==> src/rtl/cpu_boot_sequencer.sv <==
// Boot and interrupt sequencer for the 6502 subsystem: holds the CPU in reset,
// streams a program image into RAM, then releases the CPU and paces N_IRQ active-low lines.
module cpu_boot_sequencer #(
   parameter int ADDR_W   = 16,
   parameter int DATA_W   = 8,
   parameter int N_IRQ    = 2,
   parameter int CNT_W    = 16,
   parameter int HOLD_CYC = 10
) (
   input  logic                   clk,
   input  logic                   rst,
   input  logic                   start,
   input  logic [ADDR_W-1:0]      base_addr,
   input  logic [ADDR_W:0]        length,
   input  logic                   s_valid,
   input  logic [DATA_W-1:0]      s_data,
   output logic                   s_ready,
   output logic [ADDR_W-1:0]      mem_addr,
   output logic [DATA_W-1:0]      mem_data,
   output logic                   mem_we,
   output logic                   cpu_rst_n,
   input  logic [N_IRQ-1:0]       irq_en,
   input  logic [N_IRQ-1:0]       irq_oneshot,
   input  logic [N_IRQ*CNT_W-1:0] irq_period,
   input  logic [N_IRQ*CNT_W-1:0] irq_width,
   output logic [N_IRQ-1:0]       irq_n,
   output logic                   busy,
   output logic                   done
);

   typedef enum logic [1:0] {IDLE, HOLD, LOAD, RUN} state_t;

   localparam int                HC_W      = (HOLD_CYC > 1) ? $clog2(HOLD_CYC) : 1;
   localparam logic [HC_W-1:0]   HOLD_LAST = HC_W'(HOLD_CYC - 1);
   localparam logic [HC_W-1:0]   HC_ONE    = 1;
   localparam logic [ADDR_W-1:0] ADDR_ONE  = 1;
   localparam logic [ADDR_W:0]   REM_ONE   = 1;
   localparam logic [CNT_W-1:0]  CNT_ONE   = 1;

   state_t              state_q, state_d;
   logic [HC_W-1:0]     hold_cnt_q, hold_cnt_d;
   logic [ADDR_W-1:0]   addr_q, addr_d;
   logic [ADDR_W:0]     remain_q, remain_d;
   logic                s_ready_q, s_ready_d;
   logic                mem_we_q, mem_we_d;
   logic [ADDR_W-1:0]   mem_addr_q, mem_addr_d;
   logic [DATA_W-1:0]   mem_data_q, mem_data_d;
   logic                cpu_rst_n_q, cpu_rst_n_d;
   logic                busy_q, busy_d;
   logic                done_q, done_d;
   logic [N_IRQ-1:0]    irq_n_q, irq_n_d;
   logic [CNT_W-1:0]    ch_cnt_q [N_IRQ];
   logic [CNT_W-1:0]    ch_cnt_d [N_IRQ];
   logic [N_IRQ-1:0]    ch_low_q, ch_low_d;
   logic [N_IRQ-1:0]    ch_fired_q, ch_fired_d;

   logic [CNT_W-1:0]    ch_width [N_IRQ];
   logic [CNT_W-1:0]    ch_high  [N_IRQ];

   logic start_ok;
   logic xfer;
   logic run_entry;

   assign start_ok  = start && ((state_q == IDLE) || (state_q == RUN));
   assign xfer      = s_valid && s_ready_q;
   // LOAD with nothing left to write is the single settling cycle before RUN,
   // which keeps the CPU release one cycle clear of the last RAM write.
   assign run_entry = (state_q == LOAD) && (remain_q == '0);

   for (genvar g = 0; g < N_IRQ; g++) begin : g_cfg
      assign ch_width[g] = irq_width[g*CNT_W +: CNT_W];
      assign ch_high[g]  = (irq_period[g*CNT_W +: CNT_W] == '0) ? CNT_ONE
                                                                : irq_period[g*CNT_W +: CNT_W];
   end

   always_ff @(posedge clk) begin
      if (rst) begin
         state_q     <= IDLE;
         hold_cnt_q  <= '0;
         addr_q      <= '0;
         remain_q    <= '0;
         s_ready_q   <= 1'b0;
         mem_we_q    <= 1'b0;
         mem_addr_q  <= '0;
         mem_data_q  <= '0;
         cpu_rst_n_q <= 1'b0;
         busy_q      <= 1'b0;
         done_q      <= 1'b0;
         irq_n_q     <= '1;
         ch_low_q    <= '0;
         ch_fired_q  <= '0;
         for (int i = 0; i < N_IRQ; i++) ch_cnt_q[i] <= '0;
      end else begin
         state_q     <= state_d;
         hold_cnt_q  <= hold_cnt_d;
         addr_q      <= addr_d;
         remain_q    <= remain_d;
         s_ready_q   <= s_ready_d;
         mem_we_q    <= mem_we_d;
         mem_addr_q  <= mem_addr_d;
         mem_data_q  <= mem_data_d;
         cpu_rst_n_q <= cpu_rst_n_d;
         busy_q      <= busy_d;
         done_q      <= done_d;
         irq_n_q     <= irq_n_d;
         ch_low_q    <= ch_low_d;
         ch_fired_q  <= ch_fired_d;
         for (int i = 0; i < N_IRQ; i++) ch_cnt_q[i] <= ch_cnt_d[i];
      end
   end

   always_comb begin
      state_d    = state_q;
      hold_cnt_d = hold_cnt_q;
      addr_d     = addr_q;
      remain_d   = remain_q;
      if (start_ok) begin
         state_d    = HOLD;
         hold_cnt_d = '0;
         addr_d     = base_addr;
         remain_d   = length;
      end else begin
         case (state_q)
            HOLD: begin
               if (hold_cnt_q == HOLD_LAST) state_d = LOAD;
               else hold_cnt_d = hold_cnt_q + HC_ONE;
            end
            LOAD: begin
               if (remain_q == '0) begin
                  state_d = RUN;
               end else if (xfer) begin
                  addr_d   = addr_q + ADDR_ONE;
                  remain_d = remain_q - REM_ONE;
               end
            end
            default: ;
         endcase
      end
   end

   always_comb begin
      s_ready_d   = 1'b0;
      mem_we_d    = 1'b0;
      mem_addr_d  = mem_addr_q;
      mem_data_d  = mem_data_q;
      cpu_rst_n_d = cpu_rst_n_q;
      busy_d      = busy_q;
      done_d      = 1'b0;
      if (start_ok) begin
         cpu_rst_n_d = 1'b0;
         busy_d      = 1'b1;
      end else begin
         case (state_q)
            IDLE: begin
               cpu_rst_n_d = 1'b0;
               busy_d      = 1'b0;
            end
            HOLD: begin
               cpu_rst_n_d = 1'b0;
               busy_d      = 1'b1;
               if (hold_cnt_q == HOLD_LAST) s_ready_d = (remain_q != '0);
            end
            LOAD: begin
               if (remain_q == '0) begin
                  cpu_rst_n_d = 1'b1;
                  busy_d      = 1'b0;
                  done_d      = 1'b1;
               end else begin
                  s_ready_d = !(xfer && (remain_q == REM_ONE));
                  if (xfer) begin
                     mem_we_d   = 1'b1;
                     mem_addr_d = addr_q;
                     mem_data_d = s_data;
                  end
               end
            end
            RUN: begin
               cpu_rst_n_d = 1'b1;
               busy_d      = 1'b0;
            end
            default: ;
         endcase
      end
   end

   // Each channel counts the remaining cycles of its current phase down to 1;
   // a counter of 0 marks a channel that has not started a phase yet.
   always_comb begin
      irq_n_d    = irq_n_q;
      ch_low_d   = ch_low_q;
      ch_fired_d = ch_fired_q;
      for (int i = 0; i < N_IRQ; i++) ch_cnt_d[i] = ch_cnt_q[i];
      for (int i = 0; i < N_IRQ; i++) begin
         if ((state_q == RUN) && !start_ok) begin
            if (!irq_en[i]) begin
               ch_cnt_d[i] = '0;
               ch_low_d[i] = 1'b0;
               irq_n_d[i]  = 1'b1;
            end else if (ch_fired_q[i]) begin
               irq_n_d[i] = 1'b1;
            end else if (ch_cnt_q[i] == '0) begin
               ch_cnt_d[i] = ch_high[i];
               ch_low_d[i] = 1'b0;
               irq_n_d[i]  = 1'b1;
            end else if (ch_cnt_q[i] == CNT_ONE) begin
               if (ch_low_q[i]) begin
                  ch_low_d[i] = 1'b0;
                  irq_n_d[i]  = 1'b1;
                  if (irq_oneshot[i]) begin
                     ch_fired_d[i] = 1'b1;
                     ch_cnt_d[i]   = '0;
                  end else begin
                     ch_cnt_d[i] = ch_high[i];
                  end
               end else if (ch_width[i] != '0) begin
                  ch_low_d[i] = 1'b1;
                  ch_cnt_d[i] = ch_width[i];
                  irq_n_d[i]  = 1'b0;
               end else begin
                  ch_cnt_d[i] = ch_high[i];
               end
            end else begin
               ch_cnt_d[i] = ch_cnt_q[i] - CNT_ONE;
            end
         end else if (run_entry) begin
            ch_cnt_d[i]   = ch_high[i];
            ch_low_d[i]   = 1'b0;
            ch_fired_d[i] = 1'b0;
            irq_n_d[i]    = 1'b1;
         end else begin
            ch_cnt_d[i]   = '0;
            ch_low_d[i]   = 1'b0;
            ch_fired_d[i] = 1'b0;
            irq_n_d[i]    = 1'b1;
         end
      end
   end

   assign s_ready   = s_ready_q;
   assign mem_we    = mem_we_q;
   assign mem_addr  = mem_addr_q;
   assign mem_data  = mem_data_q;
   assign cpu_rst_n = cpu_rst_n_q;
   assign busy      = busy_q;
   assign done      = done_q;
   assign irq_n     = irq_n_q;

endmodule

==> config.mk <==
export PLATFORM = sky130hd
export DESIGN_NAME = cpu_boot_sequencer
export DESIGN_NICKNAME = d
export VERILOG_FILES = /design/src/rtl/cpu_boot_sequencer.sv
export SDC_FILE = /design/constraint.sdc
export NUM_CORES = 1
export LEC_CHECK = 0
export ABC_AREA = 1
export ABC_CLOCK_PERIOD_IN_PS = 2600
export CORE_MARGIN = 4
export CORE_UTILIZATION = 55
export CTS_BUF_LIST = sky130_fd_sc_hd__clkbuf_8
export CTS_CLUSTER_SIZE = 24
export DETAILED_ROUTE_END_ITERATION = 8
export GPL_TIMING_DRIVEN = 0
export PLACE_DENSITY = 0.81
export SLEW_MARGIN = 20
export SYNTH_ARGS = -nofsm -noshare
export SYNTH_HDL_FRONTEND = slang
export SYNTH_SLANG_ARGS = --single-unit
==> constraint.sdc <==
create_clock -name clk -period 2.6 [get_ports clk]
set_input_delay 0.65 -clock clk [delete_from_list [all_inputs] [get_ports clk]]
set_output_delay 0.65 -clock clk [all_outputs]
set_load 0.01 [all_outputs]
After elaboration in Yosys (flattened, before gate mapping) --
Memories as Yosys holds them, arrays and structs flattened. Cells that the tools add are included. Widths: inputs -> output; s select.
Word-level totals: flip-flop bits (word level) 74, memories kept 1, RAM bits 32, bits of input ports 113, logic and storage cells 160, output and inout port bits 31
Operators by class: mux-type cells 69, equality and inequality tests 12, add/subtract/negate cells 5, bitwise logic cells 11, reduce and logical (&&, ||, !) cells 44
Memories:
- ch_cnt_q | words 2, width 16, read ports 2, clocked after memory_dff 0, wr ports 2, line 52 | logic [CNT_W-1:0] ch_cnt_q [N_IRQ];
Operator list (number):
- $mux 16 | 26
- $mux 17 | 4
- $logic_not 16->1 | 4
- $mux 1 | 33
- $eq 16x1->1 const B | 2
- $reduce_bool 16->1 | 2
- $sub 16x1->16 const B | 2
- $eq 17x1->1 const B | 1
- $logic_not 17->1 | 1
- $reduce_bool 17->1 | 1
- $sub 17x1->17 const B | 1
- $add 16x1->16 const B | 1
- $reduce_bool 2->1 | 7
- $reduce_and 2->1 | 5
- $reduce_or 5->1 | 2
- $not 1->1 | 9
- $reduce_and 3->1 | 3
- $reduce_or 3->1 | 3
- $reduce_or 2->1 | 4
- $pmux 1 s3 | 2
- $logic_and 1x1->1 | 5
- $add 4x1->4 const B | 1
- $eq 2x2->1 const B | 2
- $eq 4x4->1 const B | 1
- 15 further kinds | 19

Longest topological paths before layout --
depth after elaboration 10, depth in mapped cells 13, gate-level depth less buffers 13

Least setup slack after synthesis --
No wires, ideal clock.
path type register to register, start register state_q[0], end memory ch_cnt_q[1][5], in the netlist ch_cnt_q[0][21], data required time 2481 ps, path buffers 1, library setup time 119 ps, path slack 684 ps, stages on the path, launching flop included 12, data arrival time 1797 ps, period minus slack after synthesis 1916 ps, path through dfxtp_1 -> inv_1 -> ha_1 -> nand2_2 -> inv_2 -> nor2_2 -> nand2_1 -> nor2_2 -> inv_2 -> clkbuf_1 -> o21ai_0 -> a21oi_1
RTL lines:
- start, declared | line 40 | state_t state_q, state_d;
- start signal, assigned | line 94 | state_q <= state_d;
- end, declared | line 52

==> results.md <==
- GRT busiest layer: met2
- TNS Setup: 0 ps
- Post-Place Cell Area: between 9000 and 10,000 µm²
- Synth warn: 0
- Clk pwr share: 18.9%
- Initial core utilization: 56.4%
- CP peak stage delay: around 380 ps
- Total power: 5.61 mW
- Worst setup margin: about 210 ps
- Routability cong.: between 0.9 and 1
- Power per cell area: 598 nW/µm²
- Final worst-path cycle share: 91.8%
- Core ar.: 13,300 µm²
- Post-Syn Nets: between 1,000 and 1,500
- Initial antenna violation count: 0
- Max Freq: about 0.42 GHz
- Worst-Margin Slew: 615 ps
- Routed WL per cell: 14.9 µm
- TritonCTS clock tree: built
- CTS Hold Buffers Added: 0
- Net Switching: between 2 and 2.5 mW
- CP Launch Type: flop
- Site row count: 42
- EDFF count, synth: 0
- Cell Area, Synth: 7500 µm²
- Detailed-route DRC error count: 0
- Reg clk slew, reported paths: approximately 120 ps
- Synth Flop Type: dfxtp_1
- Starting DRC count in detailed routing: 879
- CTS root buffer: clkbuf_8
- Met3 Use GR: 5.96%
- Die extent in y: between 100 and 150 µm
- Synth area leaders: dfxtp_1, nand2_1, o21ai_0, nor2_1, inv_1
- Post-Place Cells: between 1,500 and 2,000
- LEAKAGE: between 4 and 5 nW
- Sw frac: 43.7%
- Asr flop ratio synth: 0%
- Antenna Violating Nets Remaining: 0
- Met1 usage: 39.2%
- Horiz. Die Dim: 125 µm
- Largest net degree at the start of global routing: 22
- Slew headroom: 58.9%
- Iteration count of the initial detailed-routing pass: 6
- Diode count: 0
- Mapped Cells: 1,247
- Yosys reg bits: 106
- Nets: 1,530
- Status: finished clean
- Final Critical Period: 2390 ps
- First-pass GRT wire length: 38,000 µm
- Vias per inst: 5.57
- RSZ-0062 raised after global routing: no
- Setup violators final: 0
- Worst hold path cell count: 2
- All-layer global routing usage: between 20% and 30%
- CTS Buf Count: 9
- Max-cap violations: 0
- CP endpoint kind: flop
- Area growth syn-to-layout: 25.1%
- Logic pwr share: 44.6%
- Depth of the CTS H-tree: 3
- Post-synth top area share: between 20% and 30%
- Final Cell Area: 9390 µm²
- Largest area contributor in the netlist: dfxtp_1
- Slowest CP cell: dfxtp_2
- CTS Buffer Depth: 2
- Sequential fraction of the synthesis area: 28.3%
- PortBufs: 142
- Clock sink count: ~110
- Met2 usage: 46.9%
- Remaining global-route overflow: 0
- Number of library cell types mapped by synthesis: between 40 and 50
- Die Area: 15,600 µm²
- Cells along the critical path: inv_1, ha_1, nand2_2, inv_2, nor2_4, nand2_1, nor2_4, inv_2, clkbuf_1, o21ai_0, a21oi_1
- Final hold viol count: 0
- Syn avg cell area: 6.02 µm²
- Pint: 3.16 mW
- Max IR drop VDD: just under 0.5 mV
- # fillers: between 1,000 and 1,500
- DP Wirelength: 18,200 µm
- Post-place setup slack: -266 ps
- Hold_ws: about 480 ps
- Worst Path Arrival: 2670 ps
- Final core utilization: 70.6%
- I/O pins: 144
- Reg2reg path depth: 11
- CP required: 2880 ps
- Wirelength, routed: 23,600 µm
- Clk_lat worst skew: ~400 ps
- Worst-path maximum fanout: 10
- Vias in the first global route: between 7,000 and 8,000
- Max-slew violations: 0
- CP Class: flop to flop
- Seq pwr share: between 30% and 40%
- Worst Skew: 22.3 ps
- Share of cells above drive strength 1: 5.61%
- Finished Layout Cells: 1,584
- Worst hold path class: flop to flop
- Routed vias: just under 9,000
==> layout make-up <==
cell class	count	area, µm²	area share, %
clock inverters	7	77.6	0.826
flip-flops and latches	106	2120	22.6
repair buffers	145	1440	15.4
inverters	138	519	5.53
well taps	176	220	2.35
clock buffers	9	124	1.32
multi-input cells	955	4630	49.3
plain buffers	48	253	2.69
==> state kept, by name, summed over array words and instances (netlist names), 4 cells and up <==
| name | flops |
|---|---|
| hold_cnt_q | 4 |
| mem_addr | 16 |
| mem_data | 8 |
| addr_q | 16 |
| remain_q | 17 |
| ch_cnt_q | 32 |
==> timing repair <==
action | CTS | global route
pin swaps | 0 | 1
hold endpoints to repair | 0 | 0
resized for setup | 1 | 10
gates cloned | 0 | 0
buffers inserted | 0 | 3
setup endpoints to repair | 2 | 27
==> cell usage in the layout, fill, tap and decap left out, types with 6 or more instances in the layout <==
| master | instances |
|---|---|
| ha_1 | 14 |
| inv_2 | 9 |
| xnor2_1 | 9 |
| buf_4 | 9 |
| nor2_2 | 7 |
| nand3_1 | 90 |
| nand4_1 | 10 |
| o21ai_1 | 11 |
| clkbuf_1 | 24 |
| o21ai_0 | 134 |
| clkdlybuf4s50_1 | 142 |
| nor2_1 | 178 |
| a21oi_1 | 78 |
| inv_1 | 126 |
| xor2_1 | 21 |
| nand2_1 | 302 |
| nor3_1 | 12 |
| dfxtp_1 | 105 |
| buf_2 | 11 |
| a22oi_1 | 6 |
| a31oi_1 | 36 |
| clkbuf_8 | 9 |
==> cells by family after synthesis <==
logic type	Yosys count	share of synthesized area, %
buffers and inverters	186	10.2
and+or+nand+nor	630	35.6
AOI/OAI and AO/OA	281	20.1
DFF	106	28.3
adders and majority gates	14	2.33
xor gates and xnor gates	30	3.50
==> path summary, 6_finish.rpt <==
kind	from	endpoint	slack (ps)
setup / recovery	state_q[0]	ch_cnt_q[0][22]	210
hold / removal	ch_fired_q[1]	irq_n[1]	480
hold reg to reg	ch_fired_q[1]	irq_n[1]	480
setup reg to reg	state_q[0]	ch_cnt_q[0][22]	210
==> critical path, delay by kind of cell (launching register included) <==
kind	cells	cell delay [ps]
adders and majority gates	1	320
and+or+nand+nor	4	770
DFF	1	380
AOI/OAI and AO/OA	2	290
buffers and inverters	4	530
==> power groups by stage <==
stage	registers, mW	logic, mW	clock network (mW)
after detailed placement	2.07	2.45	0
after CTS	2.04	2.46	1.07
after global routing	2.08	2.79	1.13
after global placement	2.07	2.41	0
final	2.05	2.51	1.06
after floorplan	2.03	1.75	0
==> cell usage after synthesis, drive strengths merged, types with 10 or more instances <==
| cell | count |
|---|---|
| a21oi | 78 |
| a31oi | 36 |
| buf | 22 |
| clkbuf | 26 |
| dfxtp | 106 |
| ha | 14 |
| inv | 135 |
| nand2 | 306 |
| nand3 | 92 |
| nand4 | 11 |
| nor2 | 190 |
| nor3 | 13 |
| o21ai | 145 |
| or2 | 10 |
| xor2 | 21 |
==> routing by layer <==
metal | up-vias | share of wire (%) | wire (µm)
met1 | 3959 | 44 | 10500
met5 | - | 0 | 0
met4 | 0 | 2.1 | 495
met3 | 53 | 8.3 | 1960
li1 | 4397 | - | -
met2 | 412 | 45 | 10700
(Power assumes the default switching activity.)
